==> src/rtl/cache_mem_arbiter.sv <==
// Shared AXI master for ICache/DCache line refills and DCache write-backs.
// Refills are held off while their line is still in the write-back buffer.
module cache_mem_arbiter #(
  parameter int LINE_WORDS = 4,
  parameter int ADDR_W     = 32
) (
  input  logic                     clk,
  input  logic                     resetn,
  input  logic                     ic_rd_req,
  input  logic [ADDR_W-1:0]        ic_rd_addr,
  output logic                     ic_rd_rdy,
  output logic                     ic_ret_valid,
  output logic [LINE_WORDS*32-1:0] ic_ret_data,
  input  logic                     dc_rd_req,
  input  logic [ADDR_W-1:0]        dc_rd_addr,
  output logic                     dc_rd_rdy,
  output logic                     dc_ret_valid,
  output logic [LINE_WORDS*32-1:0] dc_ret_data,
  input  logic                     dc_wr_req,
  input  logic [ADDR_W-1:0]        dc_wr_addr,
  input  logic [LINE_WORDS*32-1:0] dc_wr_data,
  output logic                     dc_wr_rdy,
  output logic                     arvalid,
  input  logic                     arready,
  output logic [ADDR_W-1:0]        araddr,
  output logic [7:0]               arlen,
  output logic [2:0]               arsize,
  input  logic                     rvalid,
  output logic                     rready,
  input  logic [31:0]              rdata,
  input  logic                     rlast,
  output logic                     awvalid,
  input  logic                     awready,
  output logic [ADDR_W-1:0]        awaddr,
  output logic [7:0]               awlen,
  output logic [2:0]               awsize,
  output logic                     wvalid,
  input  logic                     wready,
  output logic [31:0]              wdata,
  output logic [3:0]               wstrb,
  output logic                     wlast,
  input  logic                     bvalid,
  output logic                     bready
);

  localparam int L   = LINE_WORDS * 32;
  localparam int OFF = $clog2(LINE_WORDS * 4);
  localparam int CW  = (LINE_WORDS > 1) ? $clog2(LINE_WORDS) : 1;
  localparam logic [7:0]    LEN  = 8'(LINE_WORDS - 1);
  localparam logic [CW-1:0] LAST = CW'(LINE_WORDS - 1);

  typedef enum logic [1:0] {R_IDLE, R_AR, R_DATA, R_RET} rstate_t;
  typedef enum logic [1:0] {W_IDLE, W_AW, W_DATA, W_RESP} wstate_t;

  rstate_t rs, rs_n;
  wstate_t ws, ws_n;

  logic [ADDR_W-1:0] raddr;
  logic              rown_ic;
  logic              last_ic;
  logic [CW-1:0]     beat_cnt;
  logic [L-1:0]      rline;

  logic [ADDR_W-1:0] wb_addr;
  logic [L-1:0]      wb_data;
  logic [CW-1:0]     wcnt;

  logic wb_busy, ic_cand, dc_cand, gnt_ic, gnt_dc;

  // A line still being written back must not be refilled from memory.
  always_comb begin
    wb_busy = (ws != W_IDLE);
    ic_cand = ic_rd_req &&
      !(wb_busy && ic_rd_addr[ADDR_W-1:OFF] == wb_addr[ADDR_W-1:OFF]);
    dc_cand = dc_rd_req &&
      !(wb_busy && dc_rd_addr[ADDR_W-1:OFF] == wb_addr[ADDR_W-1:OFF]);
    gnt_ic  = ic_cand && (!dc_cand || !last_ic);
    gnt_dc  = dc_cand && (!ic_cand || last_ic);
  end

  always_comb begin
    rs_n         = rs;
    ic_rd_rdy    = 1'b0;
    dc_rd_rdy    = 1'b0;
    arvalid      = 1'b0;
    rready       = 1'b0;
    ic_ret_valid = 1'b0;
    dc_ret_valid = 1'b0;
    araddr       = raddr;
    arlen        = LEN;
    arsize       = 3'd2;
    ic_ret_data  = rline;
    dc_ret_data  = rline;
    unique case (rs)
      R_IDLE: begin
        ic_rd_rdy = resetn && gnt_ic;
        dc_rd_rdy = resetn && gnt_dc;
        if (gnt_ic || gnt_dc) rs_n = R_AR;
      end
      R_AR: begin
        arvalid = 1'b1;
        if (arready) rs_n = R_DATA;
      end
      R_DATA: begin
        rready = 1'b1;
        if (rvalid && rlast) rs_n = R_RET;
      end
      R_RET: begin
        ic_ret_valid = rown_ic;
        dc_ret_valid = !rown_ic;
        rs_n         = R_IDLE;
      end
      default: rs_n = R_IDLE;
    endcase
  end

  always_ff @(posedge clk or negedge resetn) begin
    if (!resetn) begin
      rs       <= R_IDLE;
      raddr    <= '0;
      rown_ic  <= 1'b0;
      last_ic  <= 1'b1;
      beat_cnt <= '0;
      rline    <= '0;
    end else begin
      rs <= rs_n;
      unique case (rs)
        R_IDLE: begin
          if (gnt_ic || gnt_dc) begin
            raddr   <= gnt_ic ? ic_rd_addr : dc_rd_addr;
            rown_ic <= gnt_ic;
            last_ic <= gnt_ic;
          end
        end
        R_AR: begin
          if (arready) beat_cnt <= '0;
        end
        R_DATA: begin
          if (rvalid) begin
            for (int i = 0; i < LINE_WORDS; i++)
              if (beat_cnt == CW'(i)) rline[32*i +: 32] <= rdata;
            beat_cnt <= beat_cnt + 1'b1;
          end
        end
        default: ;
      endcase
    end
  end

  always_comb begin
    ws_n      = ws;
    dc_wr_rdy = 1'b0;
    awvalid   = 1'b0;
    wvalid    = 1'b0;
    wlast     = 1'b0;
    bready    = 1'b0;
    awaddr    = wb_addr;
    awlen     = LEN;
    awsize    = 3'd2;
    wstrb     = 4'hF;
    wdata     = '0;
    for (int i = 0; i < LINE_WORDS; i++)
      if (wcnt == CW'(i)) wdata = wb_data[32*i +: 32];
    unique case (ws)
      W_IDLE: begin
        dc_wr_rdy = resetn;
        if (dc_wr_req) ws_n = W_AW;
      end
      W_AW: begin
        awvalid = 1'b1;
        if (awready) ws_n = W_DATA;
      end
      W_DATA: begin
        wvalid = 1'b1;
        wlast  = (wcnt == LAST);
        if (wready && wcnt == LAST) ws_n = W_RESP;
      end
      W_RESP: begin
        bready = 1'b1;
        if (bvalid) ws_n = W_IDLE;
      end
      default: ws_n = W_IDLE;
    endcase
  end

  always_ff @(posedge clk or negedge resetn) begin
    if (!resetn) begin
      ws      <= W_IDLE;
      wb_addr <= '0;
      wb_data <= '0;
      wcnt    <= '0;
    end else begin
      ws <= ws_n;
      if (ws == W_IDLE && dc_wr_req) begin
        wb_addr <= dc_wr_addr;
        wb_data <= dc_wr_data;
        wcnt    <= '0;
      end else if (ws == W_DATA && wready) begin
        wcnt <= wcnt + 1'b1;
      end
    end
  end

endmodule

==> config.mk <==
export PLATFORM = sky130hd
export DESIGN_NAME = cache_mem_arbiter
export DESIGN_NICKNAME = d
export VERILOG_FILES = /design/src/rtl/cache_mem_arbiter.sv
export SDC_FILE = /design/constraint.sdc
export NUM_CORES = 1
export LEC_CHECK = 0
export BUFFER_PORTS_ARGS = -buffer_cell sky130_fd_sc_hd__buf_2
export CAP_MARGIN = 40
export CORE_AREA = 3 3 252 254
export CTS_CLUSTER_DIAMETER = 40
export DETAILED_ROUTE_END_ITERATION = 10
export DIE_AREA = 0 0 255 257
export SYNTH_ARGS = -nofsm -noshare
export SYNTH_HDL_FRONTEND = slang
export SYNTH_SLANG_ARGS = --single-unit
==> constraint.sdc <==
create_clock -name clk -period 2.6 [get_ports clk]
set_input_delay 0.52 -clock clk [delete_from_list [all_inputs] [get_ports clk]]
set_output_delay 0.52 -clock clk [all_outputs]
set_load 0.01 [all_outputs]
---- Word-level counts from Yosys, hierarchy flattened ----
Cells that the tools add are included.
storage, ports and cells
  register bits ........................... 330
  bits of input ports ..................... 267
  output and inout bits ................... 389
  word-level logic and storage cells ...... 103
cells by class
  add/subtract/negate cells ............... 2
  equality and inequality tests ........... 22
  mux-type cells .......................... 30
  reductions and logical operators ........ 36
operators with widths
  operator                                                                number
  32-bit two-way mux                                                      5
  28-bit equality test                                                    2
  2-bit two-way mux                                                       11
  3-bit AND reduction                                                     6
  2-bit equality test (second input constant)                             8
  2-bit inequality test (second input constant)                           8
  2-bit one-hot mux with 4 select lines                                   2
  1-bit logical AND                                                       12
  1-bit two-way mux                                                       11
  2-bit by 1-bit equality test with 1-bit output (second input constant)  4
  2-bit logical NOT                                                       4
  1-bit logical NOT                                                       6
  2-bit nonzero test                                                      3
  2-bit by 1-bit adder with 2-bit output (second input constant)          2
  2-bit one-hot mux with 2 select lines                                   1
  4-bit AND reduction                                                     1
  1-bit logical OR                                                        3
  2-bit AND reduction                                                     1

---- Depth between registers and ports, before layout ----
Gate-level depths: netlist of run 1.
  word-level depth ........................ 10
  depth in mapped cells ................... 9
  depth with buffers taken out ............ 8

---- Worst setup path before layout of run 1 ----
No wires, ideal clock.
  path type ............................... in2out
  from .................................... input dc_rd_addr[17]
  to ...................................... output ic_rd_rdy
  arrival ................................. 1.874 ns
  data required time ...................... 2.080 ns
  setup slack ............................. 0.206 ns
  stages on the path ...................... 6
  buffers on the path ..................... 1
  path through ............................ xnor2_1 -> nand4_1 -> nor4_4 -> a21oi_1 -> clkbuf_1 -> nor3_1
on the way
  longest elaborated chain between the ends .. 9
ends and longest elaborated chain
  what                  RTL line  source
  from (decl)           15        input logic [ADDR_W-1:0] dc_rd_addr,
  28-bit equality test  76        !(wb_busy && dc_rd_addr[ADDR_W-1:OFF] == wb_addr[ADDR_W-1:OFF]);
  1-bit logical AND     76
  1-bit logical NOT     76
  1-bit logical AND     75        dc_cand = dc_rd_req &&
  1-bit logical NOT     77        gnt_ic = ic_cand && (!dc_cand || !last_ic);
  1-bit logical OR      77
  1-bit logical AND     77
  1-bit logical AND     96        ic_rd_rdy = resetn && gnt_ic;
  1-bit two-way mux     94        unique case (rs)
  to (decl)             11        output logic ic_rd_rdy,
Every way passes these cells.

---- Final worst setup path of run 1 ----
  from .................................... register wb_addr[25] (netlist: awaddr[25])
  to ...................................... output dc_rd_rdy
on the way
  longest elaborated chain between the ends .. 9
  elaborated cells between the ends (all ways) .. 13
  those cells by class .................... 2 x eq/ne; 1 x mux; 10 x reduce/logical
ends and longest elaborated chain
  what                    RTL line  source
  from (decl)             64        logic [ADDR_W-1:0] wb_addr;
  from (signal assigned)  195       wb_addr <= dc_wr_addr;
  28-bit equality test    74        !(wb_busy && ic_rd_addr[ADDR_W-1:OFF] == wb_addr[ADDR_W-1:OFF]);
  1-bit logical AND       74
  1-bit logical NOT       74
  1-bit logical AND       73        ic_cand = ic_rd_req &&
  1-bit logical NOT       78        gnt_dc = dc_cand && (!ic_cand || last_ic);
  1-bit logical OR        78
  1-bit logical AND (*)   78
  1-bit logical AND (*)   97        dc_rd_rdy = resetn && gnt_dc;
  1-bit two-way mux (*)   94
  to (decl)               16        output logic dc_rd_rdy,
Mark *: on every way between the ends. The rest lies on a longest branch, timed or not.

==> results of run 1 <==
[Yosys cell counts, drive strengths merged]
cell type and n:
a21bo 2, and2 3, a21oi 40, nor3 34, nand2 44, nor2b 2
o221ai 1, conb 2, a2bb2oi 1, mux2 289, xor2 26, buf 172
o32a 1, o21ai 68, nand4 6, a21o 1, nor2 39, xnor2 31
and4 2, or2 1, a22o 3, nand3 40, clkbuf 56, a22oi 31
nor4 8, a21boi 1, dfrtp 329, a31oi 33, dfstp 1, mux2i 1
ha 17, nand2b 2, inv 10
[repair_timing]
| action | CTS | global route |
|---|---|---|
| gates resized for setup | 128 | 32 |
| pin swaps | 36 | 24 |
| setup buffers | 22 | 8 |
| setup endpoints to repair | 34 | 34 |
| cloned | 5 | 1 |
[layer usage]
metal / GRT usage (%) / routed length (µm) / vias up
met4: 6.26 / 1930 / 2
met1: 18.3 / 20800 / 6235
li1: - / - / 5538
met2: 28.8 / 28400 / 560
met3: 3.85 / 3730 / 101
met5: 0 / 13 / -
[per-stage QoR]
stage | total power, W | cell area [µm²]
after global routing | 0.0313 | 22100
after detailed placement | 0.0207 | 19200
after CTS | 0.0298 | 21900
final | 0.0296 | 22100
after floorplan | 0.0163 | 15800
after global placement | 0.0204 | 19200
[logic make-up (layout without fill, tap and decap cells)]
family	count (synthesis)	in the layout	share of synthesized area, %
flops	330	330	52.7
mux	290	290	20.8
buf+inv	238	833	9.53
compound gates	182	182	6.86
simple gates	181	181	5.53
xor+xnor	57	57	3.18
fa+ha+maj	17	17	1.36
other cells	2	34	0.0479
[sequential cells by signal, indices dropped and copies added, names as in the netlist]
name,flops
dc_ret_data,128
wb_data,128
araddr,32
awaddr,32
beat_cnt,2
rs,2
wcnt,2
ws,2
last_ic,1
rown_ic,1
[layout make-up]
type	count	area (µm²)	area share, %
tap	790	988	4.48
antenna	8	20.0	0.0907
clock inverter	40	523	2.37
clock buffer	63	1450	6.55
timing repair buffer	720	4210	19.1
multi-input combinational	753	6580	29.8
sequential	330	8270	37.5
inverter	10	37.5	0.170
[power groups by stage]
stage	registers, W	clock network, W	logic [W]
floorplan	0.00953	0	0.00676
detailed placement	0.00939	0	0.0113
global route	0.00977	0.00801	0.0135
CTS	0.00947	0.00776	0.0125
finish	0.00951	0.00759	0.0125
global placement	0.00924	0	0.0112
[path summary, 6_finish.rpt]
kind                                 from               to  cells past startpoint  slack, ns
max                            awaddr[25]        dc_rd_rdy                      7      -0.37
min                                resetn  dc_ret_data[41]                      2       0.09
max reg2reg                    awaddr[30]            rs[1]                      9       0.13
min reg2reg                     awaddr[1]        awaddr[1]                      1       0.50
max in group asynchronous          resetn       awaddr[18]                      2       1.92
min in group clk           dc_wr_data[65]      wb_data[65]                      2       0.16
==> impl_metrics.env, run 1 <==
export IMPL_die_w_um=255
export IMPL_period_share_pct=114
export IMPL_yosysSeqAreaShare_pct=52.7
export IMPL_grt_pass1_wl_um=81000
export IMPL_ios=656
export IMPL_maxSlewHeadroom_pct=52.6
export IMPL_num_fill_cells=5996
export IMPL_vdd_drop_max_uv=766
export IMPL_critPathBufInv=1
export IMPL_remaining_drc_errors=0
export IMPL_setup_ws_ns=-0.365
export IMPL_p_sw_w=0.0110
export IMPL_worstSkewPairLatency_ns=0.59
export IMPL_grt_ovfl_total=0
export IMPL_antenna_found_initial=12
export IMPL_cts_tree="done"
export IMPL_powerDensity_nw_per_um2=1340
export IMPL_max_freq_ghz=0.337
export IMPL_wl_per_cell_um=20.2
export IMPL_layout_nets=2154
export IMPL_synth_cells=1297
export IMPL_grt_pass1_vias=13000
export IMPL_areaGrowthSynthToFinish_pct=40.8
export IMPL_vias=12400
export IMPL_slowest_delay_ns=0.46
export IMPL_endpoint_kind="primary output"
export IMPL_synth_area_leaders="dfrtp_1 (53%), mux2_2 (21%), buf_4 (7.4%)"
export IMPL_drv_slew=0
export IMPL_portBuffers=629
export IMPL_clkTransAtPathRegs_ns=0.05
export IMPL_core_area_um2=61500
export IMPL_row_count=91
export IMPL_ys_ff_latch=330
export IMPL_final_cell_mix="buf_2 (627), dfrtp_1 (321), mux2_2 (289)"
export IMPL_critical_path_class="reg2out"
export IMPL_cts_num_sinks=330
export IMPL_cts_root_buf="clkbuf_16"
export IMPL_cts_buffer_depth=3
export IMPL_fin_cells=2714
export IMPL_ant_nets=0
export IMPL_synth_top_cell_area_share_pct=52.5
export IMPL_cts_buffers_inserted=55
export IMPL_sw_frac_of_total_pct=37.1
export IMPL_grt_max_degree=124
export IMPL_violations="setup timing"
export IMPL_drtIter0Drc=759
export IMPL_start_util_pct=25.5
export IMPL_avgSynthCellArea_um2=12.1
export IMPL_hold_slack_ns=0.0881
export IMPL_yosysUniqueCellTypes=39
export IMPL_drive_gt1_share_pct=63.3
export IMPL_crit_chain="xnor2_2 > nand4_1 > nor4_4 > a21bo_2 > nor2_4 > nor3_4 > buf_6"
export IMPL_htreeDepth=2
export IMPL_final_util_pct=35.9
export IMPL_dp_hpwl_um=41000
export IMPL_drv_cap=0
export IMPL_hp_class="in2async"
export IMPL_period_minus_slack_ns=2.97
export IMPL_synth_area_leader_cell="dfrtp_1"
export IMPL_vias_per_cell=4.58
export IMPL_critPathArrivalTime_ns=2.45
export IMPL_syn_area_um2=15700
export IMPL_setup_viol=34
export IMPL_p_int_w=0.0186
export IMPL_gr_usage_all_layers_pct=16.1
export IMPL_cpLargestDelayFamily="simple AND/OR/NAND/NOR gates"
export IMPL_worstPathRequired_ns=2.08
export IMPL_critical_path_slowest_cell="dfrtp_2"
export IMPL_clock_skew_ns=0.0233
export IMPL_outcome="finished with violations"
export IMPL_postCtsHoldBufs=0
export IMPL_first_pass_iters=7
export IMPL_hold_viol=0
export IMPL_wl_um=54800
export IMPL_grt_setup_unrepaired="yes"
export IMPL_ys_warnings_count=0
export IMPL_tns_ns=-5.72
export IMPL_dp_cells=2573
export IMPL_pre_cts_slack_ns=-0.222
export IMPL_clockPowerShare_pct=25.7
export IMPL_die_h_um=257
export IMPL_gp_congestion=0.880
export IMPL_p_leak_nw=10.7
export IMPL_startpoint_type="flop"
export IMPL_seq_power_share_pct=32.2
export IMPL_pwr_share_comb_pct=42.2
export IMPL_worstMarginPinSlew_ns=0.711
export IMPL_die_area_um2=65500
export IMPL_cp_max_fo=4
export IMPL_mostFrequentLayoutCell="buf_2"
Note: power is estimated with default switching activity, not from simulation.
==> inputs of run 2 (changes only) <==
--- a/config.mk
+++ b/config.mk
@@ -7,10 +7,13 @@
 export LEC_CHECK = 0
 export BUFFER_PORTS_ARGS = -buffer_cell sky130_fd_sc_hd__buf_2
 export CAP_MARGIN = 40
-export CORE_AREA = 3 3 252 254
+export CELL_PAD_IN_SITES_DETAIL_PLACEMENT = 0
+export CELL_PAD_IN_SITES_GLOBAL_PLACEMENT = 1
+export CORE_AREA = 3 3 258 260
 export CTS_CLUSTER_DIAMETER = 40
 export DETAILED_ROUTE_END_ITERATION = 10
-export DIE_AREA = 0 0 255 257
+export DIE_AREA = 0 0 261 263
+export PLACE_DENSITY_LB_ADDON = 0.1
 export SYNTH_ARGS = -nofsm -noshare
 export SYNTH_HDL_FRONTEND = slang
 export SYNTH_SLANG_ARGS = --single-unit
==> run 2 against run 1 <==
Against the previous run:
- the run still ends with setup timing left
- design area is 4.9% higher
- global-route usage increased by 1.6 points
- clock skew rose by 0.0063 ns
- register-to-register slack gained 0.08 ns
- maximum frequency increased by 2.1%
- sequential share of layout area fell by 1.7 points
- setup slack better by 0.061 ns
- core utilization increased by 0.076 points
- largest power group unchanged
==> impl_metrics.env, run 2 (same netlist as run 1, synthesis figures left out) <==
export IMPL_grt_ovfl_total=0
export IMPL_postCtsHoldBufs=0
export IMPL_die_w_um=261
export IMPL_pwr_share_comb_pct=39.8
export IMPL_start_util_pct=24.4
export IMPL_violations="setup timing"
export IMPL_gp_congestion=0.779
export IMPL_ant_nets=0
export IMPL_drive_gt1_share_pct=64.2
export IMPL_portBuffers=629
export IMPL_worstPathRequired_ns=2.08
export IMPL_cp_max_fo=4
export IMPL_cts_buffer_depth=3
export IMPL_crit_chain="xor2_2 > nor4_2 > and4_1 > a21bo_2 > nor2_2 > nor3_2 > buf_2"
export IMPL_final_cell_mix="buf_2 (619), dfrtp_1 (321), mux2_2 (289)"
export IMPL_hp_class="in2async"
export IMPL_cts_buffers_inserted=74
export IMPL_remaining_drc_errors=0
export IMPL_clockPowerShare_pct=30.9
export IMPL_seq_power_share_pct=29.2
export IMPL_grt_pass1_wl_um=89900
export IMPL_slowest_delay_ns=0.44
export IMPL_sw_frac_of_total_pct=35.5
export IMPL_antenna_found_initial=30
export IMPL_first_pass_iters=5
export IMPL_p_int_w=0.0209
export IMPL_hold_viol=0
export IMPL_startpoint_type="flop"
export IMPL_die_h_um=263
export IMPL_drtIter0Drc=476
export IMPL_cts_tree="done"
export IMPL_p_sw_w=0.0115
export IMPL_critical_path_slowest_cell="dfrtp_2"
export IMPL_powerDensity_nw_per_um2=1400
export IMPL_row_count=93
export IMPL_period_minus_slack_ns=2.90
export IMPL_critPathArrivalTime_ns=2.38
export IMPL_vias_per_cell=4.42
export IMPL_mostFrequentLayoutCell="buf_2"
export IMPL_p_leak_nw=11.2
export IMPL_vdd_drop_max_uv=603
export IMPL_setup_ws_ns=-0.305
export IMPL_gr_usage_all_layers_pct=17.7
export IMPL_grt_max_degree=129
export IMPL_ios=656
export IMPL_endpoint_kind="primary output"
export IMPL_layout_nets=2174
export IMPL_tns_ns=-5.22
export IMPL_max_freq_ghz=0.344
export IMPL_areaGrowthSynthToFinish_pct=47.7
export IMPL_outcome="finished with violations"
export IMPL_drv_cap=0
export IMPL_drv_slew=0
export IMPL_grt_pass1_vias=13200
export IMPL_worstMarginPinSlew_ns=0.918
export IMPL_grt_setup_unrepaired="yes"
export IMPL_num_fill_cells=6512
export IMPL_core_area_um2=64300
export IMPL_cts_root_buf="clkbuf_16"
export IMPL_clock_skew_ns=0.0296
export IMPL_htreeDepth=3
export IMPL_wl_per_cell_um=22.2
export IMPL_die_area_um2=68600
export IMPL_wl_um=62500
export IMPL_clkTransAtPathRegs_ns=0.04
export IMPL_dp_hpwl_um=43800
export IMPL_critical_path_class="reg2out"
export IMPL_setup_viol=34
export IMPL_cts_num_sinks=330
export IMPL_maxSlewHeadroom_pct=38.8
export IMPL_period_share_pct=112
export IMPL_worstSkewPairLatency_ns=0.59
export IMPL_vias=12500
export IMPL_final_util_pct=36.0
-- run 2: cell count changes in the layout (fill, tap and decap cells not counted), sizes merged --
cell      previous run  this run
clkbuf              64        94
diode                8        19
bufinv               8        13
clkinvlp             8         5
inv                 16        13
buf                719       720
bufbuf               0         1
clkinv              18        19
-- run 2: area by class of cell --
cell class              instances  area, µm²  area share [%]
diodes                         19       47.5           0.205
clock buffers                  94       2070            8.94
clock inverters                40        608            2.63
inverters                      10       37.5           0.162
multi-input cells             753       6600            28.5
flip-flops and latches        330       8270            35.7
well taps                     855       1070            4.62
repair buffers                721       4450            19.2
-- run 2: power by group through the flow --
stage	Combinational, W	Sequential [W]	Clock (W)
finish	0.0129	0.00947	0.0100
global route	0.0140	0.00979	0.0105
CTS	0.0129	0.00946	0.0103
detailed placement	0.0113	0.00942	0
global placement	0.0113	0.00933	0
floorplan	0.00676	0.00953	0
-- run 2: repair_timing --
item	4_1_cts	5_1_grt
cloned	14	0
gates resized for setup	137	54
setup endpoints to repair	34	34
pin swaps	29	47
setup buffers	16	15
-- run 2: final timing paths --
kind                                     start          end  slack (ns)  depth (start not counted)
worst max-delay path                awaddr[28]    dc_rd_rdy       -0.30                          7
min in group clk                dc_wr_data[66]  wb_data[66]        0.15                          2
worst min-delay path                    resetn   wb_data[4]        0.02                          2
max in group asynchronous               resetn   awaddr[28]        1.72                          2
worst min register to register     wb_data[90]  wb_data[90]        0.50                          1
worst max register to register      awaddr[17]        rs[1]        0.21                         10
-- run 2: worst max-delay path, delay by kind of cell (launching register included) --
family	cells	cell delay, ns
xor+xnor	1	0.18
flops	1	0.44
simple gates	4	0.83
compound gates	1	0.19
buf+inv	1	0.17
-- run 2: per-stage QoR --
| stage | area [µm²] | hold slack [ns] | worst slack [ns] | cells | total power [W] |
|---|---|---|---|---|---|
| after global routing | 23100 | 0.0376 | -0.406 | 2811 | 0.0343 |
| after CTS | 22800 | 0.0223 | -0.406 | 2790 | 0.0327 |
| after detailed placement | 19200 | 0.488 | -0.0232 | 2627 | 0.0207 |
| after global placement | 19200 | 0.486 | -0.0251 | 2627 | 0.0207 |
| final | 23200 | 0.0241 | -0.305 | 2822 | 0.0324 |
| after floorplan | 15800 | 0.224 | 0.206 | 1321 | 0.0163 |
-- run 2: layer usage --
metal  share of wire (%)  up-vias  routed length, µm  global-route usage (%)
li1                    -     5635                  -                       -
met1                  39     6197              24500                    20.7
met2                  50      509              31000                    29.9
met3                 8.1      124               5050                    6.08
met4                 2.9       20               1820                    6.44
met5                0.21        -                131                       0
==> inputs of run 3 (changes only) <==
--- a/config.mk
+++ b/config.mk
@@ -9,10 +9,12 @@
 export CAP_MARGIN = 40
 export CELL_PAD_IN_SITES_DETAIL_PLACEMENT = 0
 export CELL_PAD_IN_SITES_GLOBAL_PLACEMENT = 1
-export CORE_AREA = 3 3 258 260
-export CTS_CLUSTER_DIAMETER = 40
+export CORE_AREA = 3 3 254 256
+export CTS_BUF_LIST = sky130_fd_sc_hd__clkbuf_4 sky130_fd_sc_hd__clkbuf_8
+export CTS_CLUSTER_DIAMETER = 200
 export DETAILED_ROUTE_END_ITERATION = 10
-export DIE_AREA = 0 0 261 263
+export DIE_AREA = 0 0 257 259
+export GPL_TIMING_DRIVEN = 0
 export PLACE_DENSITY_LB_ADDON = 0.1
 export SYNTH_ARGS = -nofsm -noshare
 export SYNTH_HDL_FRONTEND = slang
==> run 3 against run 2 <==
Against the previous run:
- the run ends with hold timing, setup timing left
- non-clock buffer count increased by 186
- worst hold slack got worse by 0.26 ns
- cell count up 5.2%
- maximum frequency fell by 5.5%
- clock-buffer cell count up 2
- critical path depth stayed put
- design area is 1.8% lower
- sequential power grew 1%
- combinational power is 5% higher
- wire length up 1.4%
- largest power group unchanged
- register-to-register slack worse by 0.16 ns
==> impl_metrics.env, run 3 (same netlist as run 1, synthesis figures left out) <==
export IMPL_outcome="finished with violations"
export IMPL_violations="hold timing, setup timing"
export IMPL_grt_pass1_vias=13500
export IMPL_drtIter0Drc=432
export IMPL_r2r_slack_ns=0.05
export IMPL_first_pass_iters=5
export IMPL_hold_slack_ns=-0.232
export IMPL_reg2reg_depth=9
export IMPL_grt_setup_unrepaired="yes"
export IMPL_startpoint_type="flop"
export IMPL_remaining_drc_errors=0
export IMPL_layout_nets=2347
export IMPL_grt_ovfl_total=0
export IMPL_row_count=92
export IMPL_final_cell_mix="buf_2 (618), dfrtp_1 (324), mux2_2 (289)"
export IMPL_endpoint_kind="primary output"
export IMPL_worstMarginPinSlew_ns=0.782
export IMPL_wl_per_cell_um=21.4
export IMPL_cts_num_sinks=330
export IMPL_fin_cells=2969
export IMPL_vdd_drop_max_uv=501
export IMPL_die_area_um2=66600
export IMPL_fin_total_pwr_w=0.0285
export IMPL_hp_class="in2async"
export IMPL_vias=12900
export IMPL_final_area_um2=22700
export IMPL_drv_slew=0
export IMPL_wl_um=63400
export IMPL_postCtsHoldBufs=5
export IMPL_max_freq_ghz=0.325
export IMPL_areaGrowthSynthToFinish_pct=45.1
export IMPL_tns_ns=-8.13
export IMPL_num_fill_cells=6418
export IMPL_grt_pass1_wl_um=90900
export IMPL_hold_viol=42
export IMPL_drv_cap=0
export IMPL_ant_nets=0
export IMPL_worstSkewPairLatency_ns=0.66
export IMPL_cts_root_buf="clkbuf_8"
export IMPL_die_w_um=257
export IMPL_setup_viol=34
export IMPL_place_area_um2=20100
export IMPL_gp_congestion=0.822
export IMPL_p_leak_nw=11.2
export IMPL_antenna_found_initial=34
export IMPL_start_util_pct=25.0
export IMPL_cts_tree="done"
export IMPL_period_share_pct=118
export IMPL_portBuffers=628
export IMPL_cp_max_fo=4
export IMPL_clock_skew_ns=0.0360
export IMPL_drive_gt1_share_pct=64.6
export IMPL_period_minus_slack_ns=3.07
export IMPL_maxSlewHeadroom_pct=47.9
export IMPL_r2r_end="araddr[1]"
export IMPL_ios=656
export IMPL_gr_usage_all_layers_pct=18.2
export IMPL_cts_buffer_depth=3
export IMPL_powerDensity_nw_per_um2=1250
export IMPL_setup_ws_ns=-0.475
export IMPL_cts_buffers_inserted=61
export IMPL_critical_path_class="reg2out"
export IMPL_dp_cells=2801
export IMPL_vias_per_cell=4.34
export IMPL_reg2reg_from="awaddr[29]"
export IMPL_grt_max_degree=109
export IMPL_mostFrequentLayoutCell="buf_2"
export IMPL_clkTransAtPathRegs_ns=0.05
export IMPL_core_area_um2=62700
export IMPL_dp_hpwl_um=48600
export IMPL_worstPathRequired_ns=2.08
export IMPL_die_h_um=259
export IMPL_htreeDepth=2
export IMPL_critPathArrivalTime_ns=2.55
[run 3: changes by cell type in the layout (fill, tap and decap cells not counted), sizes merged]
cell,change
buf,+129
bufinv,-12
clkbuf,+54
clkinv,-11
clkinvlp,-5
diode,-3
dlygate4sd3,+5
inv,-1
[run 3: where the power goes]
| group | switching, W | total [W] | internal [W] |
|---|---|---|---|
| registers | 0.00199 | 0.00956 | 0.00757 |
| clock network | 0.00228 | 0.00533 | 0.00305 |
| logic | 0.00655 | 0.0136 | 0.00707 |
| total | 0.0108 | 0.0285 | 0.0177 |
[run 3: worst max path at each step]
stage	startpoint	endpoint	slack, ns	cells after the start
finish	awaddr[29]	ic_rd_rdy	-0.47	7
detailed placement	ic_rd_addr[31]	ic_rd_rdy	-0.70	8
CTS	awaddr[31]	dc_rd_rdy	-0.54	7
floorplan	dc_rd_addr[17]	ic_rd_rdy	0.21	6
global route	awaddr[29]	ic_rd_rdy	-0.56	7
global placement	resetn	awaddr[13]	-6.00	1
[run 3: worst max-delay path, stage by stage (launching register included)]
cell and delay, ns:
dfrtp_1 0.42, xnor2_2 0.27, nand4_1 0.21, nor4_4 0.44
a21oi_4 0.12, clkbuf_8 0.16, nor3_2 0.13, buf_4 0.16
[run 3: repair_timing]
item                                    CTS  global route
endpoints found under the hold margin    47            42
buffers inserted                         32             8
pin swaps                                41            38
endpoints found under the setup margin  167           104
cloned                                    6             1
resized for setup                       194            59
[run 3: cell type report]
cell class              instances  area, µm²  share of cell area (%)
diodes                         16       40.0                   0.176
flip-flops and latches        330       8270                    36.3
multi-input cells             753       6510                    28.6
clock inverters                11       90.1                   0.396
well taps                     846       1060                    4.65
repair buffers                684       3870                    17.0
plain buffers                 223       1660                    7.28
clock buffers                  96       1210                    5.34
inverters                      10       37.5                   0.165
[run 3: layer usage]
layer	part of all wire, %	vias up	GRT usage, %	routed length (µm)
met2	50	453	31.5	31600
met4	2.7	30	5.89	1700
met3	7.7	120	6.36	4880
met5	0.31	-	0	194
met1	39	6338	21.2	25000
li1	-	5955	-	-
[run 3: stage by stage]
stage	setup WS, ns	utilization, %
2_1_floorplan	0.206	-
3_3_place_gp	-6.00	31.8
3_5_place_dp	-0.701	32.0
4_1_cts	-0.541	35.9
5_1_grt	-0.565	36.2
6_report	-0.475	36.3
